### src/rtl/locked_mult_pkg.sv
// Shared types and helpers for the key-locked sequential multiplier.
package locked_mult_pkg;

   // Controller states: waiting for operands, iterating, presenting the product
   typedef enum logic [1:0] {
      IDLE = 2'd0,
      RUN  = 2'd1,
      DONE = 2'd2
   } state_t;

   // Gate polarity map shipped with the harness: 1 = OR gate, 0 = AND gate
   localparam logic [31:0] DEFAULT_KEY_TYPE = 32'hA5A5_5A5A;

   // A single key gate: OR gates pass data with key 0, AND gates with key 1
   function automatic logic gate_bit(input logic gate_type,
                                     input logic key_bit,
                                     input logic in_bit);
      return gate_type ? (in_bit | key_bit) : (in_bit & key_bit);
   endfunction

endpackage

### src/rtl/key_gate_row.sv
// Applies the key gates that belong to one shift-add step to that step's addend.
module key_gate_row
   import locked_mult_pkg::*;
#(
   parameter int                WIDTH    = 8,
   parameter int                KEY_W    = 32,
   parameter int                CW       = (WIDTH > 1) ? $clog2(WIDTH) : 1,
   parameter logic [KEY_W-1:0]  KEY_TYPE = KEY_W'(DEFAULT_KEY_TYPE)
) (
   input  logic [CW-1:0]        step,
   input  logic [2*WIDTH-1:0]   raw,
   input  logic [KEY_W-1:0]     key,
   output logic [2*WIDTH-1:0]   gated
);

   // Gates whose index maps to this step are chained in ascending order,
   // so a later gate on the same bit sees the output of an earlier one
   always_comb begin
      gated = raw;
      for (int j = 0; j < KEY_W; j++) begin
         if ((j % WIDTH) == int'(step)) begin
            gated[j % (2*WIDTH)] = gate_bit(KEY_TYPE[j], key[j], gated[j % (2*WIDTH)]);
         end
      end
   end

endmodule

### src/rtl/locked_seq_multiplier.sv
// Key-locked iterative shift-add unsigned multiplier with valid/ready operand
// and product handshakes and a serially loaded key register.
module locked_seq_multiplier
   import locked_mult_pkg::*;
#(
   parameter int                WIDTH    = 8,
   parameter int                KEY_W    = 32,
   parameter logic [KEY_W-1:0]  KEY_TYPE = KEY_W'(DEFAULT_KEY_TYPE)
) (
   input  logic                 clk_i,
   input  logic                 rst_ni,
   input  logic                 key_shift_i,
   input  logic                 key_bit_i,
   output logic                 key_ready_o,
   input  logic                 in_valid_i,
   output logic                 in_ready_o,
   input  logic [WIDTH-1:0]     op1_i,
   input  logic [WIDTH-1:0]     op2_i,
   output logic                 out_valid_o,
   input  logic                 out_ready_i,
   output logic [2*WIDTH-1:0]   product_o
);

   localparam int CW = (WIDTH > 1) ? $clog2(WIDTH) : 1;

   state_t               state;
   state_t               state_n;
   logic [KEY_W-1:0]     key_q;
   logic [2*WIDTH-1:0]   acc_q;
   logic [2*WIDTH-1:0]   product_q;
   logic [WIDTH-1:0]     op1_q;
   logic [WIDTH-1:0]     op2_q;
   logic [CW-1:0]        step_cnt;
   logic [2*WIDTH-1:0]   raw_addend;
   logic [2*WIDTH-1:0]   gated_addend;
   logic [2*WIDTH-1:0]   acc_next;
   logic                 last_step;
   logic                 accept;

   // Partial product for the current multiplier bit, before key gating
   always_comb begin
      raw_addend = '0;
      if (op2_q[step_cnt]) begin
         raw_addend = {{WIDTH{1'b0}}, op1_q} << step_cnt;
      end
   end

   key_gate_row #(
      .WIDTH    (WIDTH),
      .KEY_W    (KEY_W),
      .CW       (CW),
      .KEY_TYPE (KEY_TYPE)
   ) u_key_gate_row (
      .step  (step_cnt),
      .raw   (raw_addend),
      .key   (key_q),
      .gated (gated_addend)
   );

   assign acc_next  = acc_q + gated_addend;
   assign last_step = (step_cnt == CW'(WIDTH - 1));
   assign accept    = (state == IDLE) && in_valid_i;

   // Next-state decode and handshake outputs
   always_comb begin
      state_n     = state;
      in_ready_o  = 1'b0;
      key_ready_o = 1'b0;
      out_valid_o = 1'b0;
      case (state)
         IDLE: begin
            in_ready_o  = 1'b1;
            key_ready_o = 1'b1;
            if (in_valid_i) begin
               state_n = RUN;
            end
         end
         RUN: begin
            if (last_step) begin
               state_n = DONE;
            end
         end
         DONE: begin
            out_valid_o = 1'b1;
            if (out_ready_i) begin
               state_n = IDLE;
            end
         end
         default: begin
            state_n = IDLE;
         end
      endcase
   end

   assign product_o = product_q;

   // State register
   always_ff @(posedge clk_i or negedge rst_ni) begin
      if (!rst_ni) begin
         state <= IDLE;
      end else begin
         state <= state_n;
      end
   end

   // Key register shifts only while idle so an operation sees a frozen key
   always_ff @(posedge clk_i or negedge rst_ni) begin
      if (!rst_ni) begin
         key_q <= '0;
      end else if ((state == IDLE) && key_shift_i) begin
         key_q <= {key_bit_i, key_q[KEY_W-1:1]};
      end
   end

   // Operand capture, accumulation and product latch; the product register
   // is only written on the final step so it holds steady outside DONE
   always_ff @(posedge clk_i or negedge rst_ni) begin
      if (!rst_ni) begin
         op1_q     <= '0;
         op2_q     <= '0;
         acc_q     <= '0;
         step_cnt  <= '0;
         product_q <= '0;
      end else if (accept) begin
         op1_q    <= op1_i;
         op2_q    <= op2_i;
         acc_q    <= '0;
         step_cnt <= '0;
      end else if (state == RUN) begin
         acc_q <= acc_next;
         if (last_step) begin
            step_cnt  <= '0;
            product_q <= acc_next;
         end else begin
            step_cnt <= step_cnt + CW'(1);
         end
      end
   end

endmodule

### config.mk
export PLATFORM = sky130hd
export DESIGN_NAME = locked_seq_multiplier
export DESIGN_NICKNAME = d
export VERILOG_FILES = /design/src/rtl/locked_mult_pkg.sv /design/src/rtl/key_gate_row.sv /design/src/rtl/locked_seq_multiplier.sv
export SDC_FILE = /design/constraint.sdc
export NUM_CORES = 1
export LEC_CHECK = 0
export CORE_MARGIN = 4
export CORE_UTILIZATION = 60
export CTS_BUF_LIST = sky130_fd_sc_hd__clkbuf_8
export CTS_CLUSTER_DIAMETER = 200
export CTS_CLUSTER_SIZE = 16
export DETAILED_ROUTE_END_ITERATION = 6
export PLACE_DENSITY = 0.83
export SETUP_SLACK_MARGIN = 0.05
export SLEW_MARGIN = 20
export SYNTH_ARGS = -nofsm -noshare
export SYNTH_HDL_FRONTEND = slang
export SYNTH_SLANG_ARGS = --single-unit
### constraint.sdc
create_clock -name clk_i -period 4.8 [get_ports clk_i]
set_clock_uncertainty 0.05 [all_clocks]
set_input_delay 1.44 -clock clk_i [delete_from_list [all_inputs] [get_ports clk_i]]
set_output_delay 1.44 -clock clk_i [all_outputs]
set_load 0.005 [all_outputs]
=== After elaboration in Yosys (flattened, before gate mapping) ===
Index checks and enable logic that the tools add are counted.

* $add $sub $neg: 2
* Magnitude comparators: 1
* Eq/ne operators: 13
* Shifts and indexed selects: 1
* Muxes and demuxes: 46
* Bitwise logic cells: 33
* Reduce and logical (&&, ||, !) cells: 7

{| class="wikitable"
|+ Operators with widths
! cell !! count
|-
| 2-to-1 mux 16 bit || 3
|-
| 2-to-1 mux 1 bit || 35
|-
| adder 16 bit || 1
|-
| bitwise AND 1 bit || 16
|-
| bitwise OR 1 bit || 16
|-
| left shift 8 x 3 -> 16 bit || 1
|-
| == test 3 bit, first input constant || 4
|-
| 2-to-1 mux 3 bit || 3
|-
| == test 2 x 3 -> 1 bit, first input constant || 2
|-
| 2-to-1 mux 2 bit || 3
|-
| inequality test 2 bit, second input constant || 3
|-
| case mux 2 bit (3 select lines) || 1
|-
| AND reduction 3 bit || 2
|-
| less-than comparator 3 x 4 -> 1 bit, second input constant || 1
|-
| adder 3 x 1 -> 3 bit, second input constant || 1
|-
| binary-select mux 1 bit (select 3 bit) || 1
|-
| == test 1 x 3 -> 1 bit, first input constant || 1
|-
| == test 3 bit, second input constant || 1
|-
| logical NOT 3 bit || 1
|-
| == test 2 x 1 -> 1 bit, second input constant || 1
|-
| == test 2 bit, second input constant || 1
|-
| logical AND 1 bit || 2
|-
| logical NOT 2 bit || 1
|-
| nonzero test 2 bit || 1
|-
| NOT 1 bit || 1
|}

* Bits in registers: 85
* Input port bits: 22
* Logic and storage cells: 110

=== Longest topological paths before layout ===
Gate-level depths: netlist of the first run.

* Depth after elaboration: 10
* Depth in mapped cells: 15

=== Modules after synthesis ===
Synthesis of the first run repeated with hierarchy kept, for this count alone.

* Cells, all modules: 437
* Area, all modules: 4727.0 µm²

{| class="wikitable"
|+ By module, submodules not included
! module !! times used !! cells each !! area an instance (µm²)
|-
| locked_seq_multiplier || 1 || 391 || 4339.2
|-
| key_gate_row || 1 || 46 || 387.9
|}

=== Worst setup path before layout of the first run ===
OpenSTA, ideal clock, no wires.

* Path type: reg2reg
* Start: register step_cnt[0]
* End: register acc_q[15]
* Library setup time: 0.124 ns
* Arrival time: 3.386 ns
* Data required time: 4.626 ns
* Path slack: 1.240 ns
* Stages on the path, launching flop included: 16
* Path buffers: 2
* Clock period less this slack: 3.560 ns
* Cell sequence: dfrtp_1 > buf_6 > mux4_2 > and2_4 > nand2b_4 > buf_6 > a32o_1 > nand2_1 > o21ai_0 > ha_1 > o21a_1 > or2_2 > a31oi_1 > a21oi_1 > and3_1 > a211o_1

* Cells in the longest elaborated chain, start to end: 10
* Elaborated cells on any way between the ends: 79

{| class="wikitable"
|+ Ends and longest elaborated chain
! item !! RTL line !! text
|-
| start: declaration || locked_seq_multiplier.sv:33 || <nowiki>logic [CW-1:0] step_cnt;</nowiki>
|-
| start signal: assignment || locked_seq_multiplier.sv:135 || <nowiki>step_cnt <= step_cnt + CW'(1);</nowiki>
|-
| binary-select mux 1 bit (select 3 bit) || locked_seq_multiplier.sv:43 || <nowiki>if (op2_q[step_cnt]) begin</nowiki>
|-
| 2-to-1 mux 1 bit (implied by the code) || locked_seq_multiplier.sv:43 ||
|-
| 2-to-1 mux 16 bit || locked_seq_multiplier.sv:43 ||
|-
| bitwise AND 1 bit or bitwise OR 1 bit (tied branches) || locked_mult_pkg.sv:18 || <nowiki>return gate_type ? (in_bit | key_bit) : (in_bit & key_bit);</nowiki>
|-
| 2-to-1 mux 1 bit || key_gate_row.sv:21 || <nowiki>if ((j % WIDTH) == int'(step)) begin</nowiki>
|-
| bitwise OR 1 bit or bitwise AND 1 bit (tied branches) || locked_mult_pkg.sv:18 ||
|-
| 2-to-1 mux 1 bit || key_gate_row.sv:21 ||
|-
| adder 16 bit (*) || locked_seq_multiplier.sv:60 || <nowiki>assign acc_next = acc_q + gated_addend;</nowiki>
|-
| 2-to-1 mux 16 bit (*) || locked_seq_multiplier.sv:129 || <nowiki>end else if (state == RUN) begin</nowiki>
|-
| 2-to-1 mux 16 bit (*) || locked_seq_multiplier.sv:124 || <nowiki>end else if (accept) begin</nowiki>
|-
| end signal: assignment || locked_seq_multiplier.sv:130 || <nowiki>acc_q <= acc_next;</nowiki>
|-
| end: declaration || locked_seq_multiplier.sv:29 || <nowiki>logic [2*WIDTH-1:0] acc_q;</nowiki>
|}

Mark *: on every way between the ends. The rest lies on a longest branch, timed or not. The select of a mux whose other input is x is not followed.
A chain may end at the register's enable or synchronous reset.

=== Worst setup path after layout of the first run ===
Same ends and word-level chain as after synthesis.

==> flow_summary_export.csv, run 1 <==
group,metric,value,unit
outcome,status,"completed",
worst_setup_path,crit_type,"flip-flop to flip-flop",
flow_run,maxCapViolations,0,
global_routing,track_usage,24.8,%
detailed_routing,vias,3569,
clocking,cts.clk_slew.worst_paths,0.09,ns
power,ir_drop,0.325,mV
clocking,clkLatencyLatePin,0.36,ns
global_routing,grt-ovfl-total,0,
clocking,postCtsHoldBufs,0,
die,die_x,95.6,um
detailed_routing,drt_iter0_drc,194,
timing,worst_slew_pin_slew,1.03,ns
layout,syn_to_final_growth,14.2,%
layout,finish.utilization,71.3,%
layout,drive_above_1_share,14.5,%
timing,finalHoldViolations,0,
synthesis,synth_area_per_cell,10.3,um2
worst_setup_path,reg2reg_depth,13,
die,die_height,95.6,um
clocking,cts_sinks,85,
timing,report.final.slew_viol_count,0,
synthesis,synth_cell_types,52,
timing,maxSlewHeadroom,31.1,%
worst_hold_path,whs_endpoint,"product_o[10]$_DFFE_PN0P_",
worst_setup_path,reg2reg_from,"step_cnt[0]$_DFFE_PN0P_",
synthesis,ys.flop_type,"dfrtp_1",
worst_hold_path,hp-class,"flip-flop to flip-flop",
synthesis,post_synth_inst_count,449,
synthesis,syn-cell-area,0.00460,mm2
clocking,tritoncts,"built",
synthesis,synth_top_area_cell,"dfrtp_1",
synthesis,synth_edf_count,0,
worst_setup_path,worstPathMaxFanout,16,
worst_setup_path,startpoint_type,"flip-flop",
timing,rsz0062_at_grt,"no",
synthesis,ys_top_cells_by_area,"dfrtp_1 46%, mux2_2 11%, ha_1 6.0%",
detailed_routing,routedWlPerCell,17.6,um
synthesis,syn_nets,494,
power,total_power,0.00380,W
worst_hold_path,hp-start,"product_o[10]$_DFFE_PN0P_",
layout,n_antenna_cell,0,
timing,setup_viol,0,
placement,routabilityCongestion,0.928,
power,cellLeakagePower,2.34,nW
power,power_density,724,mW/mm2
worst_setup_path,crit_arrival,4.27,ns
die,rows,31,
detailed_routing,via_per_inst,6.08,
worst_setup_path,endpoint_kind,"flip-flop",
synthesis,synth-async-reset-ratio,100,%
die,start_util,62.5,%
timing,finalSetupTns,0,ns
global_routing,grt_pass1_wl,17100,um
clocking,cts_root_buffer,"clkbuf_8",
synthesis,synth.yosys.seq_area_share,46.2,%
synthesis,yosys-top-cells-count,"85 x dfrtp_1, 55 x nand2_1, 45 x mux2_2",
synthesis,ys_ff_latch,85,
global_routing,grt_pass1_vias,3460,
layout,fin_nets,528,
clocking,cts_buffer_depth,2,
timing,min_period_over_period,84.7,%
placement,numPortBuffers,40,
timing,min_period,4.07,ns
die,coreArea,0.00737,mm2
detailed_routing,ant_nets,0,
synthesis,synth_warnings,0,
worst_setup_path,reg2reg_slack,0.73,ns
worst_setup_path,rr_endpoint,"acc_q[15]$_DFFE_PN0P_",
placement,placed_cell_area,0.00506,mm2
die,die_area,0.00914,mm2
global_routing,grt_max_degree,86,
worst_hold_path,min_path_cells,2,
clocking,post_cts_buffers,0,
detailed_routing,drc_errors,0,
clocking,cts_resized,0,
clocking,cts_buffers,9,
die,io_pins,41,
layout,final_area,0.00526,mm2
global_routing,antenna_found_initial,0,
clocking,h-tree-depth,3,
worst_setup_path,worst-endpoint-required,5.00,ns
timing,max_freq,246,MHz
detailed_routing,wl,10300,um
synthesis,synth.most_common_cell,"dfrtp_1",
synthesis,synth_top_area_share,46.2,%
placement,place_hpwl,7430,um
detailed_routing,dr.pass1.iters,5,
## worst max-delay path: stages, from the launching register on
cell      delay, ns
dfrtp_1        0.69
mux4_1         0.72
nand2_1        0.17
nand2b_4       0.10
a32o_1         0.23
nand2_1        0.06
o21ai_0        0.10
ha_1           0.37
o21a_1         0.23
or2_2          0.28
a31oi_1        0.35
a21oi_1        0.16
and3_1         0.19
a211o_1        0.26
## cell type report
type	instances	area [um2]
Inverter	18	67.6
Multi-Input combinational cell	325	2310
Sequential cell	85	2130
Tap cell	99	124
Clock inverter	4	31.3
Timing Repair Buffer	44	432
Clock buffer	12	165
Fill cell	562	2110
## power by group
part | internal [W] | switching [W]
sequential | 0.00104 | 0.000251
clock | 0.000232 | 0.000257
combinational | 0.000910 | 0.00111
## worst max path at each step
stage	from	to	slack (ns)	cells past startpoint
finish	step_cnt[0]$_DFFE_PN0P_	acc_q[15]$_DFFE_PN0P_	0.73	13
global route	step_cnt[0]$_DFFE_PN0P_	acc_q[15]$_DFFE_PN0P_	0.44	13
CTS	step_cnt[0]$_DFFE_PN0P_	acc_q[15]$_DFFE_PN0P_	0.75	13
detailed placement	step_cnt[0]$_DFFE_PN0P_	acc_q[15]$_DFFE_PN0P_	0.77	13
global placement	step_cnt[0]$_DFFE_PN0P_	acc_q[15]$_DFFE_PN0P_	0.90	13
floorplan	step_cnt[0]$_DFFE_PN0P_	acc_q[15]$_DFFE_PN0P_	1.24	15
## state kept, by name (all words and copies together), names as in the netlist
signal	flops
step_cnt	3
key_q	32
acc_q	16
product_o	16
op2_q	8
state	2
op1_q	8
## per-layer routing
layer	track usage [%]	up-vias	wire length, um
met3	4.81	34	595
met1	31.1	1732	4350
li1	-	1690	-
met2	40.5	113	5040
met4	13.0	0	365
met5	0	-	0
## per-stage QoR
stage          std cells  hold slack, ns  setup WS, ns
4_1_cts              587           0.437         0.746
2_1_floorplan        449           0.400          1.24
3_5_place_dp         571           0.419         0.774
6_report             587           0.428         0.732
3_3_place_gp         571           0.410         0.902
5_1_grt              587           0.450         0.442
## kinds of logic after synthesis
kind of cell / after synthesis / share of synthesized area [%]
adders and majority gates: 23 / 6.41
muxes: 53 / 13.4
and+or+nand+nor: 124 / 13.1
xor gates and xnor gates: 10 / 1.90
buffers and inverters: 39 / 3.64
AOI/OAI and AO/OA: 115 / 15.4
DFF: 85 / 46.2
## layout by cell type (no fill, tap or decap), types with 7 or more instances in the layout
cell             instances
clkbuf_8                12
nand3_1                 13
ha_1                    22
nand2b_1                 8
inv_1                   16
nand2_1                 55
o21ai_0                 42
a21oi_1                 26
clkdlybuf4s50_1         39
dfrtp_1                 85
xor2_1                   7
nor2_1                  13
mux2_2                  45
Power figures use the tool's default switching activity.
==> inputs of run 2 (changes only) <==
clock period = 3.9 ns   (was 4.8 ns; I/O delays follow)
==> run 2 against run 1 <==
Against the previous run: setup slack got worse by 0.55 ns; sequential share of layout area decreased by 0.66 points; largest power group unchanged; hold slack got worse by 0.00098 ns; combinational power increased by 27%.
==> flow_summary_export.csv, run 2 (synthesized netlist as in run 1, its figures left out) <==
group,metric,value,unit
layout,drive_above_1_share,16.0,%
layout,fin_cells,593,
worst_setup_path,slowest_delay,0.45,ns
worst_setup_path,critPathLaunch,"step_cnt[1]$_DFFE_PN0P_",
detailed_routing,drc_errors,0,
timing,maxSlewHeadroom,43.8,%
die,io_pins,41,
clocking,tritoncts,"built",
placement,dp_cells,577,
global_routing,grt-ovfl-total,0,
worst_setup_path,worstPathMaxFanout,12,
timing,rsz0062_at_grt,"yes",
timing,report.final.slew_viol_count,0,
worst_setup_path,reg2reg_depth,13,
timing,setup_viol,0,
global_routing,track_usage,25.2,%
layout,final_cell_mix,"85 x dfrtp_1, 55 x nand2_1, 45 x mux2_2",
layout,mostFrequentLayoutCell,"dfrtp_1",
clocking,cts_buffers,9,
timing,finalHoldViolations,0,
clocking,cts_buffer_depth,2,
die,die_area,0.00914,mm2
worst_setup_path,crit_type,"flip-flop to flip-flop",
detailed_routing,ant_nets,0,
placement,routabilityCongestion,0.937,
power,cellLeakagePower,2.38,nW
timing,postLayoutSetupSlackWorst,0.187,ns
clocking,postCtsHoldBufs,0,
worst_setup_path,endpoint_kind,"flip-flop",
worst_setup_path,crit_arrival,3.97,ns
flow_run,maxCapViolations,0,
timing,worst_slew_pin_slew,0.841,ns
layout,fin_nets,534,
worst_hold_path,min_path_cells,2,
global_routing,grt_max_degree,86,
layout,syn_to_final_growth,16.1,%
detailed_routing,dr.pass1.iters,6,
worst_setup_path,startpoint_type,"flip-flop",
global_routing,grt_pass1_vias,3717,
detailed_routing,via_per_inst,6.16,
clocking,cts_sinks,85,
timing,min_period,3.71,ns
detailed_routing,vias,3650,
worst_setup_path,path_cells,"buf_4 -> inv_1 -> ha_1 -> nand2_1 -> a221oi_2 -> inv_1 -> fa_1 -> nor2b_1 -> o211ai_1 -> a31oi_1 -> o21ai_0 -> or3_1 -> nand3_1",
global_routing,antenna_found_initial,0,
clocking,clkLatencyLatePin,0.37,ns
clocking,post_cts_buffers,0,
placement,numPortBuffers,40,
detailed_routing,routedWlPerCell,18.0,um
layout,regMostFlops,"key_q",
detailed_routing,drt_iter0_drc,246,
layout,largest_reg_flops,32,
worst_setup_path,crit_path_top_delay_cell,"fa_1",
worst_setup_path,reg2reg_from,"step_cnt[1]$_DFFE_PN0P_",
die,die_height,95.6,um
die,start_util,62.5,%
detailed_routing,wl,10700,um
placement,place_ws,0.187,ns
global_routing,grt_pass1_wl,17600,um
clocking,cts_root_buffer,"clkbuf_8",
clocking,h-tree-depth,3,
die,die_x,95.6,um
power,power_density,907,mW/mm2
timing,fin_hold_ws,0.427,ns
timing,finalSetupTns,0,ns
layout,n_antenna_cell,0,
worst_setup_path,worst-endpoint-required,4.15,ns
timing,min_period_over_period,95.2,%
die,rows,31,
clocking,cts.clk_slew.worst_paths,0.09,ns
power,ir_drop,0.599,mV
placement,place_hpwl,7740,um
worst_hold_path,hp-start,"product_o[14]$_DFFE_PN0P_",
layout,n_fill_cell,531,
worst_setup_path,crit_top_cell,"inv_1",
die,coreArea,0.00737,mm2
outcome,status,"completed",
timing,max_freq,269,MHz
layout,finish.utilization,72.5,%
worst_hold_path,hp-class,"flip-flop to flip-flop",
## run 2: cell count changes in the layout (fill, tap and decap cells not counted), sizes merged
cell      previous run  this run
bufinv               0         2
clkinvlp             0         1
inv                 16        19
buf                  5        11
clkbuf              12         9
clkinv               6         3
## run 2: timing repair
item                                   in CTS  in global routing
endpoints found under the hold margin       0                  0
setup endpoints to repair                   0                  4
resized for setup                           0                  2
## run 2: power by group
part	leakage (nW)	switching (W)	internal (W)	total, W
logic	1.19	0.00141	0.00116	0.00257
clock network	0.111	0.000335	0.000368	0.000704
registers	1.08	0.000297	0.00128	0.00158
## run 2: final cells by class
class	instances	area [um2]	area share [%]
inverters	18	67.6	1.26
multi-input cells	325	2320	43.5
flip-flops and latches	85	2130	39.8
well taps	99	124	2.32
clock buffers	9	124	2.32
clock inverters	7	103	1.92
repair buffers	50	477	8.92
## run 2: through the flow
step	power, W	cell area, um2
floorplan	0.00334	4600
global placement	0.00399	5100
detailed placement	0.00410	5100
CTS	0.00482	5330
global route	0.00522	5340
finish	0.00485	5340
## run 2: worst max-delay path: cells and delay by family, from the launching register on
family	cells	cell delay (ns)
AO/OA/AOI/OAI	4	1.10
flip-flops	1	0.44
AND/OR/NAND/NOR	4	0.81
adder cells (fa/ha/maj)	2	0.81
buffers and inverters	3	0.44
## run 2: layer usage
layer	wire [um]	GRT usage, %	vias to the layer above	share of wire [%]
met4	242	8.18	0	2.3
met3	758	6.16	28	7.1
met5	0	0	-	0
li1	-	-	1700	-
met1	4360	31.4	1761	41
met2	5300	42.8	161	50
## run 2: final timing paths
| check | slack, ns | end |
|---|---|---|
| max in group asynchronous | 2.47 | acc_q[11]$_DFFE_PN0P_ |
| worst min register to register | 0.43 | product_o[14]$_DFFE_PN0P_ |
| worst min-delay path | 0.43 | product_o[14]$_DFFE_PN0P_ |
| worst max register to register | 0.19 | product_o[12]$_DFFE_PN0P_ |
| worst max-delay path | 0.19 | product_o[12]$_DFFE_PN0P_ |
| min in group asynchronous | 0.78 | product_o[4]$_DFFE_PN0P_ |
==> inputs of run 3 (changes only) <==
CORE_MARGIN = unset   (was 4)
GPL_TIMING_DRIVEN = 0   (was unset)
==> run 3 against run 2 <==
Against the previous run: routed wire length increased by 2.7%; largest power group unchanged; design area is 2.2% higher; total power rose by 4.0%; combinational power is 8.9% higher; flip-flop and latch count unchanged; count of clock-buffer cells in the layout grew 1; cell count increased by 3.0%; core utilization increased by 2.0 points; register-to-register slack worse by 0.06 ns; setup slack worse by 0.061 ns; via count up 1.8%.
==> flow_summary_export.csv, run 3 (synthesized netlist as in run 1, its figures left out) <==
group,metric,value,unit
die,die_x,89.6,um
die,io_pins,41,
placement,place_ws,-0.125,ns
detailed_routing,drt-met1-wl,4660,um
layout,largest_reg_flops,32,
detailed_routing,vias,3714,
worst_setup_path,path_cells,"buf_6 -> mux4_2 -> and2_4 -> nand2b_4 -> buf_6 -> a32o_1 -> o21ai_1 -> mux2i_1 -> ha_2 -> nand2_1 -> o21ai_0 -> a31oi_4 -> a21o_1 -> and3_1 -> a211o_1",
detailed_routing,wl_met3,562,um
detailed_routing,routedWlPerCell,17.9,um
detailed_routing,drt_iter0_drc,298,
detailed_routing,ant_nets,0,
worst_setup_path,crit_top_cell,"buf_6",
timing,report.final.slew_viol_count,0,
placement,place_hpwl,7860,um
flow_run,maxCapViolations,0,
clocking,clkLatencyLatePin,0.36,ns
worst_setup_path,cp_top_family,"compound AO/OA/AOI/OAI gates",
detailed_routing,via_per_inst,6.08,
timing,min_period_over_period,96.7,%
timing,rsz0062_at_grt,"no",
layout,n_fill_cell,530,
timing,setup_viol,0,
power,total_power,0.00504,W
layout,finish.utilization,74.5,%
power,p_int,0.00288,W
clocking,h-tree-depth,3,
die,start_util,62.8,%
layout,n_antenna_cell,0,
power,p_sw,0.00217,W
global_routing,grt_max_degree,62,
clocking,cts_sinks,85,
power,cellLeakagePower,2.41,nW
global_routing,antenna_found_initial,0,
clocking,cts_root_buffer,"clkbuf_8",
power,ir_drop,0.408,mV
worst_setup_path,slowest_delay,0.54,ns
worst_setup_path,endpoint_kind,"flip-flop",
detailed_routing,drc_errors,0,
layout,syn_to_final_growth,18.6,%
clocking,cts.clk_slew.worst_paths,0.10,ns
placement,routabilityCongestion,0.904,
detailed_routing,met2WireLength,5350,um
worst_hold_path,hp-class,"flip-flop to flip-flop",
worst_setup_path,crit_path_top_delay_cell,"mux4_2",
power,swShare,43.0,%
global_routing,track_usage,30.0,%
detailed_routing,wl,11000,um
global_routing,grt-ovfl-total,0,
worst_setup_path,crit_type,"flip-flop to flip-flop",
die,rows,31,
global_routing,grt_pass1_wl,17600,um
worst_setup_path,startpoint_type,"flip-flop",
timing,fin_hold_ws,0.433,ns
timing,finalHoldViolations,0,
timing,postLayoutSetupSlackWorst,0.127,ns
timing,worst_slew_pin_slew,0.629,ns
outcome,status,"completed",
clocking,tritoncts,"built",
power,power_density,924,mW/mm2
clocking,cts_buffers,9,
layout,regMostFlops,"key_q",
placement,dp_cells,589,
layout,final_cell_mix,"85 x dfrtp_1, 55 x nand2_1, 45 x mux2_2",
clocking,postCtsHoldBufs,0,
power,p_seq_share,31.0,%
timing,min_period,3.77,ns
worst_setup_path,crit_arrival,3.98,ns
power,combPwrFrac,55.5,%
worst_setup_path,path_buf_inv,2,
timing,maxSlewHeadroom,58.0,%
die,die_area,0.00803,mm2
layout,mostFrequentLayoutCell,"dfrtp_1",
clocking,cts_buffer_depth,2,
die,die_height,89.6,um
worst_setup_path,worst-endpoint-required,4.11,ns
layout,fin_cells,611,
layout,drive_above_1_share,17.6,%
detailed_routing,dr.pass1.iters,4,
timing,max_freq,265,MHz
power,p_clk_share,13.5,%
detailed_routing,top_layer,"met4",
placement,numPortBuffers,40,
worst_setup_path,worstPathMaxFanout,9,
layout,fin_nets,552,
global_routing,grt_pass1_vias,3580,
die,coreArea,0.00733,mm2
-- run 3: timing repair --
| action | in CTS | in global routing |
|---|---|---|
| resized for setup | 3 | 12 |
| pin swaps | 1 | 3 |
| setup endpoints to repair | 4 | 7 |
| setup buffers | 1 | 5 |
-- run 3: power groups by stage --
| stage | clock [W] | combinational [W] | sequential (W) |
|---|---|---|---|
| after floorplan | 0 | 0.00186 | 0.00148 |
| after global placement | 0 | 0.00248 | 0.00155 |
| after detailed placement | 0 | 0.00255 | 0.00157 |
| after CTS | 0.000685 | 0.00263 | 0.00156 |
| after global routing | 0.000719 | 0.00307 | 0.00162 |
| final | 0.000681 | 0.00280 | 0.00157 |
-- run 3: path summary, 6_finish.rpt --
path                                            end  cells past startpoint  slack, ns                      from
max                           acc_q[15]$_DFFE_PN0P_                     15       0.13   step_cnt[0]$_DFFE_PN0P_
min                        product_o[4]$_DFFE_PN0P_                      2       0.43  product_o[4]$_DFFE_PN0P_
max reg2reg                   acc_q[15]$_DFFE_PN0P_                     15       0.13   step_cnt[0]$_DFFE_PN0P_
min reg2reg                product_o[4]$_DFFE_PN0P_                      2       0.43  product_o[4]$_DFFE_PN0P_
max in group asynchronous     key_q[22]$_DFFE_PN0P_                      2       2.54                    rst_ni
min in group asynchronous  product_o[3]$_DFFE_PN0P_                      1       0.64                    rst_ni
-- run 3: through the flow --
stage,area (um2),TNS [ns]
floorplan,4600,0
global placement,5130,-104.07
detailed placement,5150,-0.226
CTS,5390,0
global route,5460,0
finish,5460,0
-- run 3: area by class of cell --
class / instances / area (um2) / area share (%)
multi-input cells: 325 / 2350 / 43.0
flip-flops and latches: 85 / 2130 / 39.0
clock inverters: 6 / 78.8 / 1.44
repair buffers: 47 / 470 / 8.62
inverters: 18 / 71.3 / 1.31
well taps: 99 / 124 / 2.27
plain buffers: 21 / 103 / 1.88
clock buffers: 10 / 138 / 2.52
-- run 3: metal layers --
layer  vias up  track usage [%]
met1      1806             38.1
met5         -                0
met2       145             49.2
li1       1725                -
met3        38             5.12
met4         0             15.9
-- run 3: worst register-to-register path: stages, from the launching register on --
cell      delay [ns]
dfrtp_1         0.43
buf_6           0.16
mux4_2          0.55
and2_4          0.19
nand2b_4        0.13
buf_6           0.14
a32o_1          0.25
o21ai_1         0.10
mux2i_1         0.12
ha_2            0.40
nand2_1         0.11
o21ai_0         0.37
a31oi_4         0.09
a21o_1          0.20
and3_1          0.14
a211o_1         0.26
